## config.mk

```make
export PLATFORM = sky130hd
export DESIGN_NAME = image_window_loader_flat
export DESIGN_NICKNAME = d
export VERILOG_FILES = /design/src/rtl/image_window_loader_if.sv /design/src/rtl/image_window_loader.sv /design/src/flat_wrapper.sv
export SDC_FILE = /design/constraint.sdc
export NUM_CORES = 1
export LEC_CHECK = 0
export ABC_CLOCK_PERIOD_IN_PS = 5200
export CAP_MARGIN = 20
export CORE_MARGIN = 2
export CORE_UTILIZATION = 30
export DETAILED_ROUTE_END_ITERATION = 16
export PLACE_DENSITY = 0.52
export SLEW_MARGIN = 20
export SYNTH_ARGS = -nofsm -noshare
export SYNTH_HDL_FRONTEND = slang
export SYNTH_SLANG_ARGS = --single-unit
export TNS_END_PERCENT = 50
```

## constraint.sdc

```tcl
create_clock -name clk -period 5.2 [get_ports clk]
set_input_delay 1.04 -clock clk [delete_from_list [all_inputs] [get_ports clk]]
set_output_delay 1.04 -clock clk [all_outputs]
set_load 0.05 [all_outputs]
```

## src/rtl/image_window_loader_if.sv

```systemverilog
// Handshake bundle between a raster pixel source, the window loader and the window consumer.
// Ports (signals):
//   in_valid/in_ready/in_pixel/in_last : pixel stream into the loader
//   out_valid/out_ready/image          : assembled window out of the loader
//   frame_err                          : one-cycle framing violation pulse
// master: the environment side (source + consumer); slave: the loader side.
interface image_window_loader_if #(
  parameter int unsigned PIX_W = 4,
  parameter int unsigned ROWS  = 5,
  parameter int unsigned COLS  = 5
);
  localparam int unsigned IMG_W = PIX_W * ROWS * COLS;

  logic             in_valid;
  logic             in_ready;
  logic [PIX_W-1:0] in_pixel;
  logic             in_last;
  logic             out_valid;
  logic             out_ready;
  logic [IMG_W-1:0] image;
  logic             frame_err;

  modport master (
    output in_valid, in_pixel, in_last, out_ready,
    input  in_ready, out_valid, image, frame_err
  );

  modport slave (
    input  in_valid, in_pixel, in_last, out_ready,
    output in_ready, out_valid, image, frame_err
  );
endinterface

```

## src/rtl/image_window_loader.sv

```systemverilog
// Assembles a raster pixel stream into a flat ROWS x COLS window for the convolution core.
// Pixel k (k = row*COLS + col) lands at image[IMG_W-1-k*PIX_W -: PIX_W].
// Ports:
//   clk   : rising-edge clock
//   reset : asynchronous active-low reset
//   bus   : image_window_loader_if.slave (pixel stream in, window out, frame_err pulse)
// Build option: define IMG_LOADER_PINGPONG_EN for two banks (fill one while the other is held);
// otherwise a single bank is used.
module image_window_loader #(
  parameter int unsigned PIX_W = 4,
  parameter int unsigned ROWS  = 5,
  parameter int unsigned COLS  = 5
) (
  input logic                  clk,
  input logic                  reset,
  image_window_loader_if.slave bus
);
  localparam int unsigned NPIX  = ROWS * COLS;
  localparam int unsigned IMG_W = PIX_W * NPIX;
  localparam int unsigned CNT_W = $clog2(NPIX);
`ifdef IMG_LOADER_PINGPONG_EN
  localparam int unsigned NB = 2;
`else
  localparam int unsigned NB = 1;
`endif

  typedef enum logic [1:0] {S_IDLE, S_FILL, S_WAIT} state_t;

  state_t           state_q, state_n;
  logic             rdy_q, rdy_n;
  logic             valid_q, valid_n;
  logic             err_q, err_n;
  logic [CNT_W-1:0] pix_cnt_q, pix_cnt_n;
  logic [NB-1:0]    full_q, full_n;
  logic             wr_ptr_q, wr_ptr_n;
  logic             rd_ptr_q, rd_ptr_n;
  logic [PIX_W-1:0] bank_q [NB][NPIX];

  logic             accept_c, consume_c, last_pix_c, complete_c;
  logic [IMG_W-1:0] image_c;

  // State, bank flags and pointers
  always_ff @(posedge clk or negedge reset) begin
    if (!reset) begin
      state_q   <= S_IDLE;
      rdy_q     <= 1'b0;
      valid_q   <= 1'b0;
      err_q     <= 1'b0;
      pix_cnt_q <= '0;
      full_q    <= '0;
      wr_ptr_q  <= 1'b0;
      rd_ptr_q  <= 1'b0;
    end else begin
      state_q   <= state_n;
      rdy_q     <= rdy_n;
      valid_q   <= valid_n;
      err_q     <= err_n;
      pix_cnt_q <= pix_cnt_n;
      full_q    <= full_n;
      wr_ptr_q  <= wr_ptr_n;
      rd_ptr_q  <= rd_ptr_n;
    end
  end

  // Pixel storage; reset clears banked data so image reads 0 immediately
  always_ff @(posedge clk or negedge reset) begin
    if (!reset) begin
      for (int b = 0; b < int'(NB); b++) begin
        for (int k = 0; k < int'(NPIX); k++) begin
          bank_q[b][k] <= '0;
        end
      end
    end else if (accept_c) begin
      bank_q[wr_ptr_q][pix_cnt_q] <= bus.in_pixel;
    end
  end

  // Next-state: write FSM, framing check, bank bookkeeping
  always_comb begin
    state_n    = state_q;
    pix_cnt_n  = pix_cnt_q;
    full_n     = full_q;
    wr_ptr_n   = wr_ptr_q;
    rd_ptr_n   = rd_ptr_q;
    err_n      = 1'b0;

    accept_c   = bus.in_valid && rdy_q;
    consume_c  = full_q[rd_ptr_q] && bus.out_ready;
    last_pix_c = (pix_cnt_q == CNT_W'(NPIX - 1));
    complete_c = accept_c && last_pix_c && bus.in_last;

    if (accept_c) begin
      if (bus.in_last != last_pix_c) begin
        err_n     = 1'b1;
        pix_cnt_n = '0;
      end else if (complete_c) begin
        pix_cnt_n = '0;
      end else begin
        pix_cnt_n = pix_cnt_q + CNT_W'(1);
      end
    end

    // Consume and completion may coincide; both are applied to distinct banks
    if (consume_c) begin
      full_n[rd_ptr_q] = 1'b0;
      rd_ptr_n         = (NB > 1) ? ~rd_ptr_q : 1'b0;
    end
    if (complete_c) begin
      full_n[wr_ptr_q] = 1'b1;
      wr_ptr_n         = (NB > 1) ? ~wr_ptr_q : 1'b0;
    end

    case (state_q)
      S_IDLE: if (accept_c && !err_n) state_n = S_FILL;
      S_FILL: begin
        if (complete_c)  state_n = full_n[wr_ptr_n] ? S_WAIT : S_IDLE;
        else if (err_n)  state_n = S_IDLE;
      end
      S_WAIT: if (!full_n[wr_ptr_n]) state_n = S_IDLE;
      default: state_n = S_IDLE;
    endcase

    // Ready comes from registered state only, no path from out_ready
    rdy_n   = (state_n != S_WAIT);
    valid_n = full_n[rd_ptr_n];
  end

  // Read bank flattened, pixel 0 in the most significant slot
  always_comb begin
    image_c = '0;
    for (int k = 0; k < int'(NPIX); k++) begin
      image_c[IMG_W-1-k*PIX_W -: PIX_W] = bank_q[rd_ptr_q][k];
    end
  end

  assign bus.in_ready  = rdy_q;
  assign bus.out_valid = valid_q;
  assign bus.frame_err = err_q;
  assign bus.image     = image_c;
endmodule
```

## src/flat_wrapper.sv

```systemverilog
// flat-port wrapper written by rule: the top's interface ports become plain ports
module image_window_loader_flat 
#(
  parameter int unsigned PIX_W = 4,
  parameter int unsigned ROWS  = 5,
  parameter int unsigned COLS  = 5
)
  (clk, reset, bus_in_valid, bus_in_pixel, bus_in_last, bus_out_ready, bus_in_ready, bus_out_valid, bus_image, bus_frame_err);
  image_window_loader_if #(.PIX_W(PIX_W), .ROWS(ROWS), .COLS(COLS)) bus_i ();
  input logic clk;
  input logic reset;
  input wire logic [$bits(bus_i.in_valid)-1:0] bus_in_valid;
  input wire logic [$bits(bus_i.in_pixel)-1:0] bus_in_pixel;
  input wire logic [$bits(bus_i.in_last)-1:0] bus_in_last;
  input wire logic [$bits(bus_i.out_ready)-1:0] bus_out_ready;
  output wire logic [$bits(bus_i.in_ready)-1:0] bus_in_ready;
  output wire logic [$bits(bus_i.out_valid)-1:0] bus_out_valid;
  output wire logic [$bits(bus_i.image)-1:0] bus_image;
  output wire logic [$bits(bus_i.frame_err)-1:0] bus_frame_err;
  assign bus_i.in_valid = bus_in_valid;
  assign bus_i.in_pixel = bus_in_pixel;
  assign bus_i.in_last = bus_in_last;
  assign bus_i.out_ready = bus_out_ready;
  assign bus_in_ready = bus_i.in_ready;
  assign bus_out_valid = bus_i.out_valid;
  assign bus_image = bus_i.image;
  assign bus_frame_err = bus_i.frame_err;
  image_window_loader #(.PIX_W(PIX_W), .ROWS(ROWS), .COLS(COLS)) u_core (.clk(clk), .reset(reset), .bus(bus_i));
endmodule
```

# Yosys cells after proc, flatten, opt, wreduce, memory -nomap -nowiden
# Cells that the tools add are included.
# classes
addsub	1
n_lt_le_gt_ge	8
n_eq_ne	5
muxes	24
bitwise	4
reduce_logical	10
# op_table
cell	n
100-bit two-way mux	2
100-bit bitwise mux	1
4-bit demux with 5-bit select	1
1-bit two-way mux	11
2-bit two-way mux	5
5-bit two-way mux	2
1-bit logical AND	8
6-bit >= comparator, second input constant	1
6-bit by 1-bit < comparator with 1-bit output, second input constant	1
5-bit NOT with 6-bit output	1
2-bit one-hot mux with 3 select lines	1
5-bit by 1-bit adder with 5-bit output, second input constant	1
5-bit equality test, second input constant	1
1-bit < comparator, second input constant	4
4-bit two-way mux	1
2-bit by 1-bit equality test with 1-bit output, second input constant	1
2-bit equality test, second input constant	1
1-bit >= comparator, second input constant	2
2-bit zero test	1
2-bit != test, second input constant	1
1-bit bitwise AND	1
1-bit zero test	1
1-bit != test	1
1-bit NOT	1
1-bit OR	1
# word_totals
reg_bits	113
inputBits	9
output_inout_bits	103
wordCells	85

# Longest topological paths before layout
# depth
depth_word	13
ltp_mapped	6
depth_no_buf	5

# Worst setup path before layout
# OpenSTA, ideal clock, no wires.
# synth_path
path_type	input to register
startpoint	input bus_in_valid
endpoint	register u_core.bank_q[84] (netlist bit)
setup_ns	0.125
t_arrival_ns	2.146
t_required_ns	5.075
path_slack_ns	2.929
stages	5
cell_sequence	buf_4 -> nand2_2 -> or4_1 -> buf_2 -> mux2_4
# synth_between
elab_chain_len	1
# synth_lines
element	line_no	text
start: declaration	flat_wrapper.sv:12	input wire logic [$bits(bus_i.in_valid)-1:0] bus_in_valid;
1-bit logical AND	image_window_loader.sv:87	accept_c = bus.in_valid && rdy_q;
end signal: indexed assignment	image_window_loader.sv:74	bank_q[wr_ptr_q][pix_cnt_q] <= bus.in_pixel;
end: declaration	image_window_loader.sv:37	logic [PIX_W-1:0] bank_q [NB][NPIX];
# No other way between the ends.
# A chain may end at the register's enable or synchronous reset.

# Final worst setup path
# layout_path
startpoint	register u_core.rdy_q, in the netlist u_core.bus.in_ready
endpoint	output bus_in_ready
# layout_rtl
element	line_no	text
start: declaration	image_window_loader.sv:30	logic rdy_q, rdy_n;
start signal: assignment	image_window_loader.sv:55	rdy_q <= rdy_n;
end: declaration	flat_wrapper.sv:16	output wire logic [$bits(bus_i.in_ready)-1:0] bus_in_ready;
# No word-level cell between the ends.

==> flow_summary.json <==
{
  "viasPerCell": 4.75,
  "seq_power_share_pct": 40.5,
  "leakage_nw": 2.76,
  "yosys_warnings": 0,
  "cp-end-kind": "primary output",
  "core_region_area_um2": 14600,
  "drtIter0Drc": 84,
  "startpoint_type": "register",
  "crit_type": "register to primary output",
  "period_needed_ns": 2.80,
  "synth_nets": 316,
  "clk_path_buf_depth": 2,
  "switchingPower_mw": 1.01,
  "detail-route-antenna-nets": 0,
  "cts-resized-gates": 0,
  "drive_gt1_share_pct": 31.1,
  "die_y_um": 127,
  "ys_ff_latch": 110,
  "setup_violations": 0,
  "diodes": 0,
  "async_flop_share_pct": 100,
  "max-cap-violations": 0,
  "critPathMaxFanout": 9,
  "ys_types": 39,
  "hpwlAfterDp_mm": 7.36,
  "wire_per_inst_um": 18.4,
  "ir_worst_vdd_v": 0.000265,
  "start_util_pct": 31.0,
  "die_w_um": 127,
  "required_ns": 4.16,
  "seq_area_frac_synth_pct": 60.6,
  "crit_buf_inv": 1,
  "drt_first_pass_iters": 4,
  "wl_mm": 11.1,
  "ioPinCount": 112,
  "cts_made_buffers": 9,
  "cp_top_family": "buffers and inverters",
  "overflow": 0,
  "antenna_found_initial": 0,
  "root_buffer": "clkbuf_16",
  "p_int_mw": 1.65,
  "p_per_area_nw_per_um2": 437,
  "grt_max_degree": 67,
  "grt_pass1_vias": 3016,
  "synth_edf_count": 0,
  "worst_ep_arrival_time_ns": 1.76,
  "period_share_pct": 53.9,
  "cts_max_level": 3,
  "crit_slowest_cell": "clkdlybuf4s50_1",
  "synth_area_um2": 4550,
  "postSynthCellCount": 303,
  "max_slew.worst_pin.slew_ns": 0.860,
  "fmax_mhz": 357,
  "dominantRegCellSynth": "dfrtp_1",
  "num_vias": 2843,
  "synthToLayoutAreaGrowth_pct": 33.9,
  "critPathMaxStageDelay_ns": 0.87,
  "share_comb_of_total_power_pct": 35.1,
  "numPortBuffers": 111,
  "grtUsageTotal_pct": 14.5,
  "maxSlewViolCount": 0,
  "floorplan.rows": 44,
  "drcViolationCount": 0,
  "min_path_type": "register to register",
  "nets": 423,
  "syn_avg_cell_area_um2": 15.0,
  "hold_viol": 0,
  "path_clk_slew_ns": 0.07,
  "clock-sinks": 110,
  "grt_pass1_wl_mm": 17.7,
  "finalPower_mw": 2.66,
  "clk_latency_ns": 0.36,
  "rsz0062_at_grt": "no",
  "skew_ns": 0.00921,
  "setup_tns_ns": 0,
  "netSwitchingFraction_pct": 38.0,
  "ctsHoldBuffers": 0,
  "cts_tree": "built",
  "status": "finished clean",
  "slew_headroom_pct": 42.7,
  "postCtsSetupBuffers": 0,
  "path_cells": "clkdlybuf4s50_1",
  "clkPwrFrac_pct": 24.4,
  "gp_congestion": 0.736,
  "dieArea_um2": 16200
}
[metrics by stage]
step,hold slack (ns),instance area [um^2],instances,setup slack (ns),utilization [%]
floorplan,0.523,4550,303,2.93,-
global placement,0.472,5820,583,2.10,39.7
detailed placement,0.478,5810,583,2.06,39.7
CTS,0.496,6090,599,2.36,41.6
global route,0.515,6080,599,2.32,41.5
finish,0.495,6080,599,2.40,41.5
[metal layers]
layer  share of wire, %  vias up  wire [um]  GRT usage (%)
met3                8.0       13        880           6.99
met4                1.2        0        137           3.75
met5                  0        -          0              0
met2                 46       88       5100           22.0
li1                   -     1286          -              -
met1                 45     1456       4940           18.6
[cell usage in the layout, fill, tap and decap left out, types with 5 or more instances in the layout]
cell type	n
clkbuf_16	9
mux2_4	12
nor2_1	17
nand2b_1	5
mux2_2	85
clkinvlp_4	5
dfrtp_1	110
clkdlybuf4s50_1	108
[synth_stat cells, types with 3 or more instances]
master | instances | share of area, %
clkbuf_1 | 9 | 0.74
nand2_1 | 4 | 0.33
ha_1 | 4 | 1.1
dfrtp_1 | 110 | 61
buf_4 | 4 | 0.66
mux2_2 | 85 | 21
nor2_2 | 3 | 0.41
buf_2 | 5 | 0.55
nand2b_1 | 5 | 0.69
inv_1 | 3 | 0.25
nor2_1 | 17 | 1.4
or4_1 | 4 | 0.66
and2_1 | 3 | 0.41
mux2_1 | 3 | 0.74
mux2_4 | 12 | 4.0
[state kept, by name (all words and copies together) (netlist names)]
register              count
u_core.bank_q           100
u_core.bus.frame_err      1
u_core.bus.in_ready       1
u_core.full_q             1
u_core.pix_cnt_q          5
u_core.state_q            2
[power by group through the flow]
stage | clock [mW] | combinational (mW) | sequential [mW]
floorplan | 0 | 0.186 | 1.51
global placement | 0 | 0.938 | 1.09
detailed placement | 0 | 0.942 | 1.10
CTS | 0.674 | 0.944 | 1.08
global route | 0.713 | 0.971 | 1.10
finish | 0.648 | 0.933 | 1.08
[cell type report]
class	instances	area, um^2
fillers	1395	8560
well taps	184	230
clock buffers	9	225
inverters	3	11.3
multi-input cells	172	1690
flip-flops and latches	110	2750
repair buffers	114	1120
clock inverters	7	51.3
[cell families after synthesis]
group | share of synthesized area [%]
compound gates | 1.90
xor+xnor | 0.385
fa+ha+maj | 1.10
buf+inv | 2.20
flops | 60.6
mux | 25.8
simple gates | 8.09
[path summary, 6_finish.rpt]
path,from,to,slack (ns),depth (start not counted)
hold / removal,u_core.bank_q[71],u_core.bank_q[71],0.49,1
setup reg to reg,u_core.pix_cnt_q[2],u_core.bank_q[19],3.00,3
min in group asynchronous,reset,u_core.bank_q[36],0.76,1
hold reg to reg,u_core.bank_q[71],u_core.bank_q[71],0.49,1
max in group asynchronous,reset,u_core.bank_q[73],3.28,2
setup / recovery,u_core.bus.in_ready,bus_in_ready,2.40,1
Note: power is estimated with default switching activity, not from simulation.
